===== src/rtl/datapath_pkg.sv =====
// Shared types and constants for the datapath controller: FSM states, instruction
// classes, opcode/op values, ALU encodings and instruction field positions.
package datapath_pkg;

  typedef enum logic [2:0] {
    S_WAIT, S_DECODE, S_GET_A, S_GET_B, S_CALC, S_WR_REG, S_WR_IMM, S_ERR
  } state_t;

  typedef enum logic [2:0] {
    C_ILL, C_MOVI, C_MOVR, C_ADD, C_CMP, C_AND, C_MVN
  } iclass_t;

  localparam logic [2:0] OPC_MOV    = 3'b110;
  localparam logic [2:0] OPC_ALU    = 3'b101;
  localparam logic [1:0] OP_MOV_IMM = 2'b10;
  localparam logic [1:0] OP_MOV_REG = 2'b00;
  localparam logic [1:0] OP_ADD     = 2'b00;
  localparam logic [1:0] OP_CMP     = 2'b01;
  localparam logic [1:0] OP_AND     = 2'b10;
  localparam logic [1:0] OP_MVN     = 2'b11;

  localparam logic [1:0] ALU_ADD   = 2'b00;
  localparam logic [1:0] ALU_SUB   = 2'b01;
  localparam logic [1:0] ALU_AND   = 2'b10;
  localparam logic [1:0] ALU_NOT_B = 2'b11;

  localparam int OPC_HI = 15, OPC_LO = 13;
  localparam int OP_HI  = 12, OP_LO  = 11;
  localparam int RN_HI  = 10, RN_LO  = 8;
  localparam int RD_HI  = 7,  RD_LO  = 5;
  localparam int SH_HI  = 4,  SH_LO  = 3;
  localparam int RM_HI  = 2,  RM_LO  = 0;
  localparam int IMM_HI = 7,  IMM_LO = 0;

  typedef struct packed {
    iclass_t     cls;
    logic [2:0]  rn;
    logic [2:0]  rd;
    logic [2:0]  rm;
    logic [1:0]  sh;
    logic [1:0]  op;
    logic [15:0] sximm8;
  } dec_t;

  function automatic logic [15:0] sext8(input logic [7:0] v);
    return {{8{v[7]}}, v};
  endfunction

endpackage


===== src/rtl/datapath_ctrl_instr_dec.sv =====
// Combinational instruction decoder: splits the latched instruction into class,
// register indices, shift code, op field and the sign-extended 8-bit immediate.
module instr_dec
  import datapath_pkg::*;
(
  input  logic [15:0] ir,
  output dec_t        dec
);

  logic [2:0] opc;
  logic [1:0] op;

  assign opc = ir[OPC_HI:OPC_LO];
  assign op  = ir[OP_HI:OP_LO];

  always_comb begin
    dec        = '0;
    dec.rn     = ir[RN_HI:RN_LO];
    dec.rd     = ir[RD_HI:RD_LO];
    dec.rm     = ir[RM_HI:RM_LO];
    dec.sh     = ir[SH_HI:SH_LO];
    dec.op     = op;
    dec.sximm8 = sext8(ir[IMM_HI:IMM_LO]);
    dec.cls    = C_ILL;
    if (opc == OPC_MOV) begin
      if (op == OP_MOV_IMM)      dec.cls = C_MOVI;
      else if (op == OP_MOV_REG) dec.cls = C_MOVR;
    end else if (opc == OPC_ALU) begin
      case (op)
        OP_ADD:  dec.cls = C_ADD;
        OP_CMP:  dec.cls = C_CMP;
        OP_AND:  dec.cls = C_AND;
        default: dec.cls = C_MVN;
      endcase
    end
  end

endmodule


===== src/rtl/datapath_ctrl.sv =====
// Multi-cycle Moore controller for the simple datapath. Define
// DATAPATH_CTRL_ILLEGAL_TRAP_EN to trap illegal instructions in ERR; otherwise they are NOPs.
module datapath_ctrl
  import datapath_pkg::*;
(
  input  logic        clk,
  input  logic        reset_n,
  input  logic        s,
  input  logic [15:0] in,
  output logic        w,
  output logic        err,
  output logic [15:0] datapath_in,
  output logic [2:0]  writenum,
  output logic [2:0]  readnum,
  output logic        write,
  output logic        vsel,
  output logic        loada,
  output logic        loadb,
  output logic        loadc,
  output logic        loads,
  output logic        asel,
  output logic        bsel,
  output logic [1:0]  shift,
  output logic [1:0]  ALUop
);

  state_t      state, state_d;
  logic [15:0] ir;
  dec_t        dec;

  instr_dec u_dec (.ir(ir), .dec(dec));

  always_ff @(posedge clk) begin
    if (!reset_n) begin
      state <= S_WAIT;
      ir    <= '0;
    end else begin
      state <= state_d;
      if (state == S_WAIT && s) ir <= in;
    end
  end

  always_comb begin
    state_d = state;
    case (state)
      S_WAIT:   state_d = s ? S_DECODE : S_WAIT;
      S_DECODE: begin
        case (dec.cls)
          C_MOVI:               state_d = S_WR_IMM;
          C_MOVR, C_MVN:        state_d = S_GET_B;
          C_ADD, C_CMP, C_AND:  state_d = S_GET_A;
`ifdef DATAPATH_CTRL_ILLEGAL_TRAP_EN
          default:              state_d = S_ERR;
`else
          default:              state_d = S_WAIT;
`endif
        endcase
      end
      S_GET_A:  state_d = S_GET_B;
      S_GET_B:  state_d = S_CALC;
      S_CALC:   state_d = (dec.cls == C_CMP) ? S_WAIT : S_WR_REG;
      S_WR_REG: state_d = S_WAIT;
      S_WR_IMM: state_d = S_WAIT;
      S_ERR:    state_d = S_ERR;
      default:  state_d = S_WAIT;
    endcase
  end

  // Moore outputs: every strobe and index is zero outside its own state.
  always_comb begin
    w        = (state == S_WAIT);
    readnum  = '0;
    writenum = '0;
    write    = 1'b0;
    vsel     = 1'b0;
    loada    = 1'b0;
    loadb    = 1'b0;
    loadc    = 1'b0;
    loads    = 1'b0;
    asel     = 1'b0;
    bsel     = 1'b0;
    shift    = '0;
    ALUop    = '0;
    case (state)
      S_GET_A: begin
        readnum = dec.rn;
        loada   = 1'b1;
      end
      S_GET_B: begin
        readnum = dec.rm;
        loadb   = 1'b1;
      end
      S_CALC: begin
        loadc = 1'b1;
        shift = dec.sh;
        asel  = (dec.cls == C_MOVR);
        ALUop = (dec.cls == C_MOVR) ? ALU_ADD : dec.op;
        loads = (dec.cls == C_CMP);
      end
      S_WR_REG: begin
        write    = 1'b1;
        writenum = dec.rd;
      end
      S_WR_IMM: begin
        write    = 1'b1;
        vsel     = 1'b1;
        writenum = dec.rn;
      end
      default: ;
    endcase
  end

`ifdef DATAPATH_CTRL_ILLEGAL_TRAP_EN
  assign err = (state == S_ERR);
`else
  assign err = 1'b0;
`endif

  assign datapath_in = dec.sximm8;

endmodule


===== config.mk =====
export PLATFORM = sky130hd
export DESIGN_NAME = datapath_ctrl
export DESIGN_NICKNAME = d
export VERILOG_FILES = /design/src/rtl/datapath_pkg.sv /design/src/rtl/datapath_ctrl_instr_dec.sv /design/src/rtl/datapath_ctrl.sv
export SDC_FILE = /design/constraint.sdc
export NUM_CORES = 1
export LEC_CHECK = 0
export ABC_AREA = 1
export CORE_UTILIZATION = 30
export CTS_BUF_LIST = sky130_fd_sc_hd__clkbuf_8 sky130_fd_sc_hd__clkbuf_16
export CTS_CLUSTER_DIAMETER = 100
export DETAILED_ROUTE_END_ITERATION = 12
export GPL_TIMING_DRIVEN = 0
export HOLD_SLACK_MARGIN = 0.1
export PLACE_DENSITY_LB_ADDON = 0.05
export SETUP_SLACK_MARGIN = 0.15
export SYNTH_ARGS = -nofsm -noshare
export SYNTH_HDL_FRONTEND = slang
export SYNTH_SLANG_ARGS = --single-unit

===== constraint.sdc =====
create_clock -name clk -period 1.65 [get_ports clk]
set_clock_uncertainty 0.15 [all_clocks]
set_input_delay 0.33 -clock clk [delete_from_list [all_inputs] [get_ports clk]]
set_output_delay 0.33 -clock clk [all_outputs]
set_load 0.01 [all_outputs]

==> results.py, run 1 <==
metrics = {
    "run_status": {
        "status": "finished, violations left",
        "violations": "negative setup slack",
    },
    "clock_network": {
        "cts.sinks": 19,
        "cts-root-buf": "clkbuf_8",
        "path_clk_slew_ps": 80,
        "clock_latency_ps": 260,
        "cts_made_buffers": 3,
        "cts_max_path_buffers": 2,
        "hold_buffers": 0,
        "cts_tree": "done",
        "h-tree-depth": 1,
    },
    "timing": {
        "fin_ws_ps": -306,
        "finalSetupViolCount": 13,
        "setup-tns-final_ps": -2340,
        "fmax_mhz": 511,
        "hold_viol": 0,
        "rsz0062_at_grt": "yes",
        "fin_crit_sh_pct": 119,
        "finalCriticalPeriod_ps": 1960,
        "slew_viol_final": 0,
    },
    "worst_setup_path": {
        "cpMostUsedCell": "nor2_2",
        "cpMaxStageDelayCell": "dfxtp_4",
        "critPathTopFamily": "flip-flops",
        "worst-endpoint-required_ps": 1170,
        "critPathCaptureType": "primary output",
        "worst-path-buf-inv": 3,
        "path_cells": "inv_6 > ha_4 > inv_2 > nand2_2 > nand2_4 > nor2_2 > nand2_1 > nor2_2 > buf_2",
        "startpoint_type": "register",
        "r2r_slack_ps": -50,
        "r2r_end": "state[0]",
        "r2r_cells": 13,
        "path_class": "reg -> out",
        "cp_max_fo": 3,
        "crit_arrival_ps": 1480,
        "critPathMaxStageDelay_ps": 390,
        "r2r-start": "ir[12]",
    },
    "final_layout": {
        "final_cell_area_mm2": 0.00220,
        "fin_util_pct": 59.6,
        "drive_gt1_share_pct": 56.0,
        "instances_no_fill": 300,
        "antenna_cells": 0,
        "fillers": 354,
        "syn2layout_area_growth_pct": 89.0,
        "nets": 275,
    },
    "placed_design": {
        "numPortBuffers": 52,
        "dp_hpwl_mm": 2.28,
        "dp.cells": 266,
        "pre_cts_ws_ps": -481,
        "placed_area_mm2": 0.00181,
        "place_congestion": 0.729,
    },
    "detailed_routing": {
        "ant_nets": 0,
        "first_pass_iters": 4,
        "via_per_inst": 4.46,
        "dr_total_vias": 1337,
        "wl_mm": 3.51,
        "post_drt_wl_per_cell_um": 11.7,
        "drc": 0,
        "first_iter_violations": 23,
    },
    "min_path": {
        "hold_depth": 3,
        "whs_endpoint": "ir[0]",
        "hold_path_startpoint": "reset_n",
        "hold_class": "in -> reg",
    },
    "yosys": {
        "ys_types": 23,
        "yosysTopAreaCellShare_pct": 32.7,
        "syn_area_mm2": 0.00116,
        "syn_inst": 165,
        "ys_seq_elements": 19,
        "synth.area.top_cells": "dfxtp_1 (33%), buf_4 (12%), inv_1 (9.7%)",
        "yosysWarnings": 0,
        "ys_seq_area_share_pct": 32.7,
        "synth.largest_area_cell": "dfxtp_1",
        "syn_avg_cell_area_um2": 7.05,
    },
    "power": {
        "swShare_pct": 29.4,
        "worst_ir_drop_vdd_v": 0.000310,
        "seqPwrFrac_pct": 42.1,
        "cellLeakagePower_nw": 1.05,
        "internal_power_w": 0.000865,
        "clkPwrFrac_pct": 27.2,
        "pwr_density_cell_mw_per_mm2": 557,
        "pwr-share-comb_pct": 30.8,
        "switchingPower_w": 0.000361,
    },
    "die": {
        "die_h_um": 64.3,
        "coreArea_mm2": 0.00369,
        "die_width_um": 64.3,
        "die_area_mm2": 0.00413,
        "row_count": 22,
        "pin_count": 55,
        "initial_utilization_pct": 31.5,
    },
    "global_routing": {
        "first_global_vias": 1190,
        "overflow": 0,
        "grt_max_degree": 12,
        "grt_use_total_pct": 16.7,
        "antenna_found_initial": 0,
        "grt_pass1_wl_mm": 5.36,
    },
    "flow_run": {
        "max_cap_violations": 0,
    },
}
==> per-stage QoR <==
stage / total power [W] / hold WS, ps
6_report: 0.00123 / 307
4_1_cts: 0.00121 / 334
2_1_floorplan: 0.000708 / 291
3_5_place_dp: 0.000855 / 319
5_1_grt: 0.00130 / 306
3_3_place_gp: 0.000849 / 308
==> sequential cells by signal, summed over array words and instances (netlist names) <==
register	count
ir	16
state	3
==> cell usage after synthesis (all sizes together) <==
cell type,instances
o21ai,16
dfxtp,19
a21oi,18
nor2,11
inv,31
nor3,3
nand4,2
nand3,9
o22ai,6
nor4,1
buf,22
ha,3
clkbuf,1
nand2,22
conb,1
==> area by class of cell <==
| type | instances | area (µm²) | area share, % |
|---|---|---|---|
| multi-input cells | 93 | 687 | 31.2 |
| clock inverters | 1 | 5.00 | 0.228 |
| flip-flops and latches | 19 | 398 | 18.1 |
| inverters | 31 | 136 | 6.20 |
| clock buffers | 3 | 41.3 | 1.88 |
| plain buffers | 23 | 195 | 8.87 |
| repair buffers | 82 | 677 | 30.8 |
| well taps | 48 | 60.1 | 2.73 |
==> cell families (layout without fill, tap and decap cells) <==
family / count (synthesis) / after routing / synth area share, %
other: 1 / 2 / 0.322
and+or+nand+nor: 48 / 48 / 20.0
adders and majority gates: 3 / 3 / 3.23
buffers and inverters: 54 / 140 / 25.3
AOI/OAI and AO/OA: 40 / 40 / 18.5
DFF: 19 / 19 / 32.7
==> worst reg2reg max path, delay by kind of cell, from the launching register on <==
family	cells	cell delay, ps
simple gates	7	440
flops	1	390
buf+inv	5	390
fa+ha+maj	1	250
==> power by group through the flow <==
| stage | logic [W] | clock network, W | registers [W] |
|---|---|---|---|
| 6_report | 0.000377 | 0.000333 | 0.000516 |
| 3_3_place_gp | 0.000320 | 0 | 0.000529 |
| 2_1_floorplan | 0.000183 | 0 | 0.000526 |
| 3_5_place_dp | 0.000325 | 0 | 0.000530 |
| 5_1_grt | 0.000411 | 0.000368 | 0.000520 |
| 4_1_cts | 0.000347 | 0.000349 | 0.000512 |
==> repair_timing <==
action                                  4_1_cts  5_1_grt
resized for setup                           161       32
buffers inserted                             24        6
pin swaps                                    15       10
endpoints found under the setup margin       44       32
==> how the worst max path moves through the flow <==
stage	from	slack, ps	cells past startpoint	end
after global routing	ir[11]	-370	11	ALUop[1]
after global placement	ir[11]	-470	9	ALUop[0]
after floorplan	ir[12]	80	8	loads
after CTS	ir[12]	-320	9	loads
after detailed placement	ir[11]	-480	9	ALUop[0]
final	ir[12]	-310	9	loads
==> cells in the final DEF (no fill, tap or decap), types with 2 or more instances in the layout <==
master           instances
o21ai_1                  8
buf_2                   22
a21oi_2                  2
clkbuf_8                 3
nand2_1                 17
clkdlybuf4s50_1         17
nand2_4                  2
nor3_4                   2
nor2_1                   5
ha_4                     3
nand3_4                  3
dlygate4sd2_1            7
conb_1                   2
nand3_2                  2
a21oi_1                 16
nand3_1                  4
buf_4                   37
inv_1                   17
nand4_1                  2
nor2_2                   6
buf_6                   18
inv_2                    8
o21ai_2                  7
dfxtp_2                  2
dfxtp_4                  4
dfxtp_1                 13
o22ai_2                  6
buf_8                    2
inv_4                    4
inv_6                    2
nand2_2                  3
==> metal layers <==
layer  GRT usage [%]  vias to the layer above  wire [µm]
li1                -                      680          -
met1            20.0                      621       1510
met2            29.3                       34       1790
met3            2.86                        2        179
met4            6.39                        0         29
met5               0                        -          0
Power figures use the tool's default switching activity.
==> run 2, diff against run 1 <==
--- a/config.mk
+++ b/config.mk
@@ -7,7 +7,6 @@
 export LEC_CHECK = 0
 export ABC_AREA = 1
 export CORE_UTILIZATION = 30
-export CTS_BUF_LIST = sky130_fd_sc_hd__clkbuf_8 sky130_fd_sc_hd__clkbuf_16
 export CTS_CLUSTER_DIAMETER = 100
 export DETAILED_ROUTE_END_ITERATION = 12
 export GPL_TIMING_DRIVEN = 0
==> results of run 2 <==
The final DEF is identical to that of run 1; final timing and power are the same.
==> variant 1, RTL diff (flow settings as in run 1) <==
Make the reset (`reset_n`) asynchronous in one clocked block.
--- a/src/rtl/datapath_ctrl.sv
+++ b/src/rtl/datapath_ctrl.sv
@@ -31,5 +31,5 @@
   instr_dec u_dec (.ir(ir), .dec(dec));
 
-  always_ff @(posedge clk) begin
+  always_ff @(posedge clk or negedge reset_n) begin
     if (!reset_n) begin
       state <= S_WAIT;
Behaviour: differs if reset_n is asserted again (counterexample within 4 cycles, from zero or initial values and one cycle with reset_n low); with reset_n held inactive, the same outputs for 10 cycles.
==> variant 1 against run 1 <==
- the run still ends with negative setup slack left
- sequential cell count did not move
- register-to-register slack got worse by 0.24 ns
- wire length rose by 17%
- setup slack got worse by 0.20 ns
- critical path depth did not move
- via count fell by 0.67%
- first-iteration DRC count rose by 96%
- cell area rose by 15%
- area after synthesis rose by 5.7%
- core utilization rose by 6.8 points
- global-route usage rose by 0.49 points
- largest cell class unchanged
Power is left out: it rests on default switching activity, and per cell area and clock period it moved more than threefold.
==> variant 1: results (changes against run 1) <==
status finished, violations left (unchanged); failing checks negative setup slack (unchanged); RD Place Congestion 0.917 (was 0.729); sequential share of the synthesized area 38.7% (was 32.7%); XOR/XNOR Fraction of Synth Area 0% (unchanged); main area contributors after synthesis dfrtp_1 (39%), buf_4 (11%), a21oi_2 (7.8%), inv_1 (7.3%), mux2_4 (6.1%) (was dfxtp_1 (33%), buf_4 (12%), inv_1 (9.7%), a21oi_1 (7.7%), nand2_1 (6.8%)); vias in the first global route 1,218 (was 1,190); reg2reg end ir[0] (was state[0]); pre-CTS setup slack -0.617 ns (was -0.481 ns); mux cell area share after synthesis 6.10% (was 0%); adder-cell share of the synthesized area 3.05% (was 3.23%); final worst slack -0.503 ns (was -0.306 ns); asr flop ratio synth 100% (was 0%); layout cells sized above 1 64.8% (was 56.0%); R2R Path Start state[1] (was ir[12]); Crit-path slowest cell dfrtp_1 (was dfxtp_4); Reg2Reg Depth 9 (was 13); WL per Instance 13.9 µm (was 11.7 µm); top post-synthesis cells by count inv_1 (24), dfrtp_1 (19), buf_4 (18) (was inv_1 (30), nand2_1 (21), dfxtp_1 (19)); WL met1 1630 µm (was 1510 µm); crit path DAT 1.67 ns (was 1.48 ns); starting DRC count in detailed routing 45 (was 23); global-route wire length before repair 5630 µm (was 5360 µm); Hold/Removal Path Class in -> async (was in -> reg); final setup violation count 35 (was 13); routed wl met2 2190 µm (was 1790 µm); crit-path max FO 4 (was 3); # nets final 270 (was 275); Synth cell types 19 (was 23); largest net degree at the start of global routing 20 (was 12); Via Count 1,328 (was 1,337); Tot GR Track Use 17.2% (was 16.7%); Post-DP HPWL 2320 µm (was 2280 µm); R2R setup slack -0.29 ns (was -0.05 ns); post-CTS resize count 188 (was 161); family with the most delay on the worst path buffers and inverters (was flip-flops); routed wl met3 195 µm (was 179 µm); post-CTS setup buffer count 30 (was 24); slowest stage delay, CP 0.41 ns (was 0.39 ns); crit path from ir[11] (was ir[12]); clk_lat worst skew 0.26 ns (about the same)
==> variant 1: per-stage QoR <==
step | hold slack, ns | instances | TNS (ns) | area, µm² | util [%]
global placement | 0.373 | 244 | -6.24 | 1870 | 49.1
global route | 0.109 | 295 | -10.36 | 2520 | 66.5
floorplan | -0.116 | 144 | 0 | 1280 | -
CTS | 0.405 | 278 | -3.40 | 2250 | 59.1
detailed placement | 0.377 | 244 | -6.52 | 1870 | 49.1
finish | 0.0381 | 295 | -8.39 | 2520 | 66.5
==> variant 1: cell type report <==
type	count	area, µm²
Fill cell	301	1270
Clock buffer	3	41.3
Sequential cell	19	480
Buffer	20	200
Tap cell	48	60.1
Inverter	24	97.6
Timing Repair Buffer	99	963
Clock inverter	1	3.75
Multi-Input combinational cell	81	678
==> variant 1: routing by layer <==
| layer | vias up | track usage [%] |
|---|---|---|
| met2 | 49 | 30.5 |
| met1 | 624 | 20.1 |
| met4 | 0 | 6.91 |
| li1 | 645 | - |
| met5 | - | 0 |
| met3 | 10 | 3.45 |
==> variant 2, RTL diff (config.mk and constraints of run 1) <==
Without the edit above. Add a define of `DATAPATH_CTRL_ILLEGAL_TRAP_EN`.
--- a/src/rtl/datapath_ctrl.sv
+++ b/src/rtl/datapath_ctrl.sv
@@ -1,4 +1,6 @@
 // Multi-cycle Moore controller for the simple datapath. Define
 // DATAPATH_CTRL_ILLEGAL_TRAP_EN to trap illegal instructions in ERR; otherwise they are NOPs.
+`define DATAPATH_CTRL_ILLEGAL_TRAP_EN
+
 module datapath_ctrl
   import datapath_pkg::*;
Behaviour: not the same (Yosys sat finds a counterexample within 4 cycles, from zero or initial values and one cycle with reset_n low).
==> variant 2 against run 1 <==
- global-route usage increased by 2.2 points
- critical endpoint is now ALUop[0]
- area after synthesis decreased by 0.75%
- non-clock buffer count increased by 5
- first-iteration DRC count decreased by 8.7%
- setup slack got worse by 0.0094 ns
- cell area increased by 8.2%
- sequential cell count unchanged
- the flow still finishes with violations (negative setup slack)
- wire length increased by 15%
- cell count increased by 0.67%
Power is not compared: it rests on default switching activity, and its combinational part moved more than twofold at a synthesized area within 25%.
==> variant 2: results (changes against run 1) <==
global-route wire length before repair 5980 µm (was 5360 µm); RD Place Congestion 0.823 (was 0.729); status finished, violations left (unchanged); starting DRC count in detailed routing 21 (was 23); largest net degree at the start of global routing 11 (was 12); final setup violation count 17 (was 13); Buffers on Ports 53 (was 52); vias in the first global route 1,302 (was 1,190); number of fill cells 339 (was 354); Synth cell types 24 (was 23); # nets final 277 (was 275); main area contributors after synthesis dfxtp_1 (33%), buf_4 (11%), inv_1 (9.4%), a21oi_1 (6.9%), nand3_1 (5.6%) (was dfxtp_1 (33%), buf_4 (12%), inv_1 (9.7%), a21oi_1 (7.7%), nand2_1 (6.8%)); Post-DP HPWL 2370 µm (was 2280 µm); routed wl met2 2180 µm (was 1790 µm); layout cells sized above 1 63.0% (was 56.0%); routed wl met3 167 µm (was 179 µm); met1 usage 20.7% (was 20.0%); top cell type's share of synthesized area 32.9% (was 32.7%); Post-DP Area 1830 µm² (was 1810 µm²); failing checks negative setup slack (unchanged); Via Count 1,401 (was 1,337); WL per Instance 13.4 µm (was 11.7 µm); CTS buffer count 3 (unchanged); Reg clk slew, reported paths 0.08 ns (about the same); final worst slack -0.315 ns (was -0.306 ns); slowest stage delay, CP 0.37 ns (was 0.39 ns); Tot GR Track Use 18.9% (was 16.7%); sequential share of the synthesized area 32.9% (was 32.7%); met2 Usage GRT 35.9% (was 29.3%); WL met1 1580 µm (was 1510 µm)
[variant 2: timing repair]
action	in CTS	in global routing
gates resized for setup	191	26
setup endpoints to repair	45	42
gates cloned	2	0
setup buffers	23	11
pin swaps	23	18
[variant 2: final cells by class]
class | count | share of cell area (%)
buffer | 21 | 7.41
clock buffer | 3 | 1.73
clock inverter | 1 | 0.158
inverter | 30 | 5.15
multi-input combinational | 91 | 33.2
sequential | 19 | 16.8
tap | 48 | 2.52
timing repair buffer | 89 | 33.0
[variant 2: kinds of logic after synthesis]
logic type                 after synthesis  synth area share (%)
DFF                                     19                  32.9
AOI/OAI and AO/OA                       40                  18.6
adders and majority gates                3                  3.25
other                                    1                 0.325
and+or+nand+nor                         47                  20.8
buffers and inverters                   51                  24.1
[variant 2: worst max-delay path, delay by kind of cell, from the launching register on]
family,cells,cell delay [ns]
DFF,1,0.37
adders and majority gates,1,0.12
and+or+nand+nor,4,0.50
buffers and inverters,3,0.23
[variant 2: through the flow]
step,TNS [ns],power [mW],instances,worst slack [ns],util (%)
detailed placement,-8.10,2.00,262,-0.483,49.7
global placement,-8.24,1.98,262,-0.480,49.7
CTS,-1.63,2.90,291,-0.313,59.9
global route,-3.59,3.33,302,-0.400,64.6
finish,-2.30,3.16,302,-0.315,64.6
floorplan,0,1.51,161,0.101,-
[variant 2: path summary, 6_finish.rpt]
path                                from       end  slack (ns)  depth (start not counted)
worst max-delay path              ir[12]  ALUop[0]       -0.32                          8
worst min-delay path               ir[5]     ir[5]        0.34                          2
worst max register to register  state[2]     ir[9]        0.01                          8
worst min register to register     ir[5]     ir[5]        0.34                          2
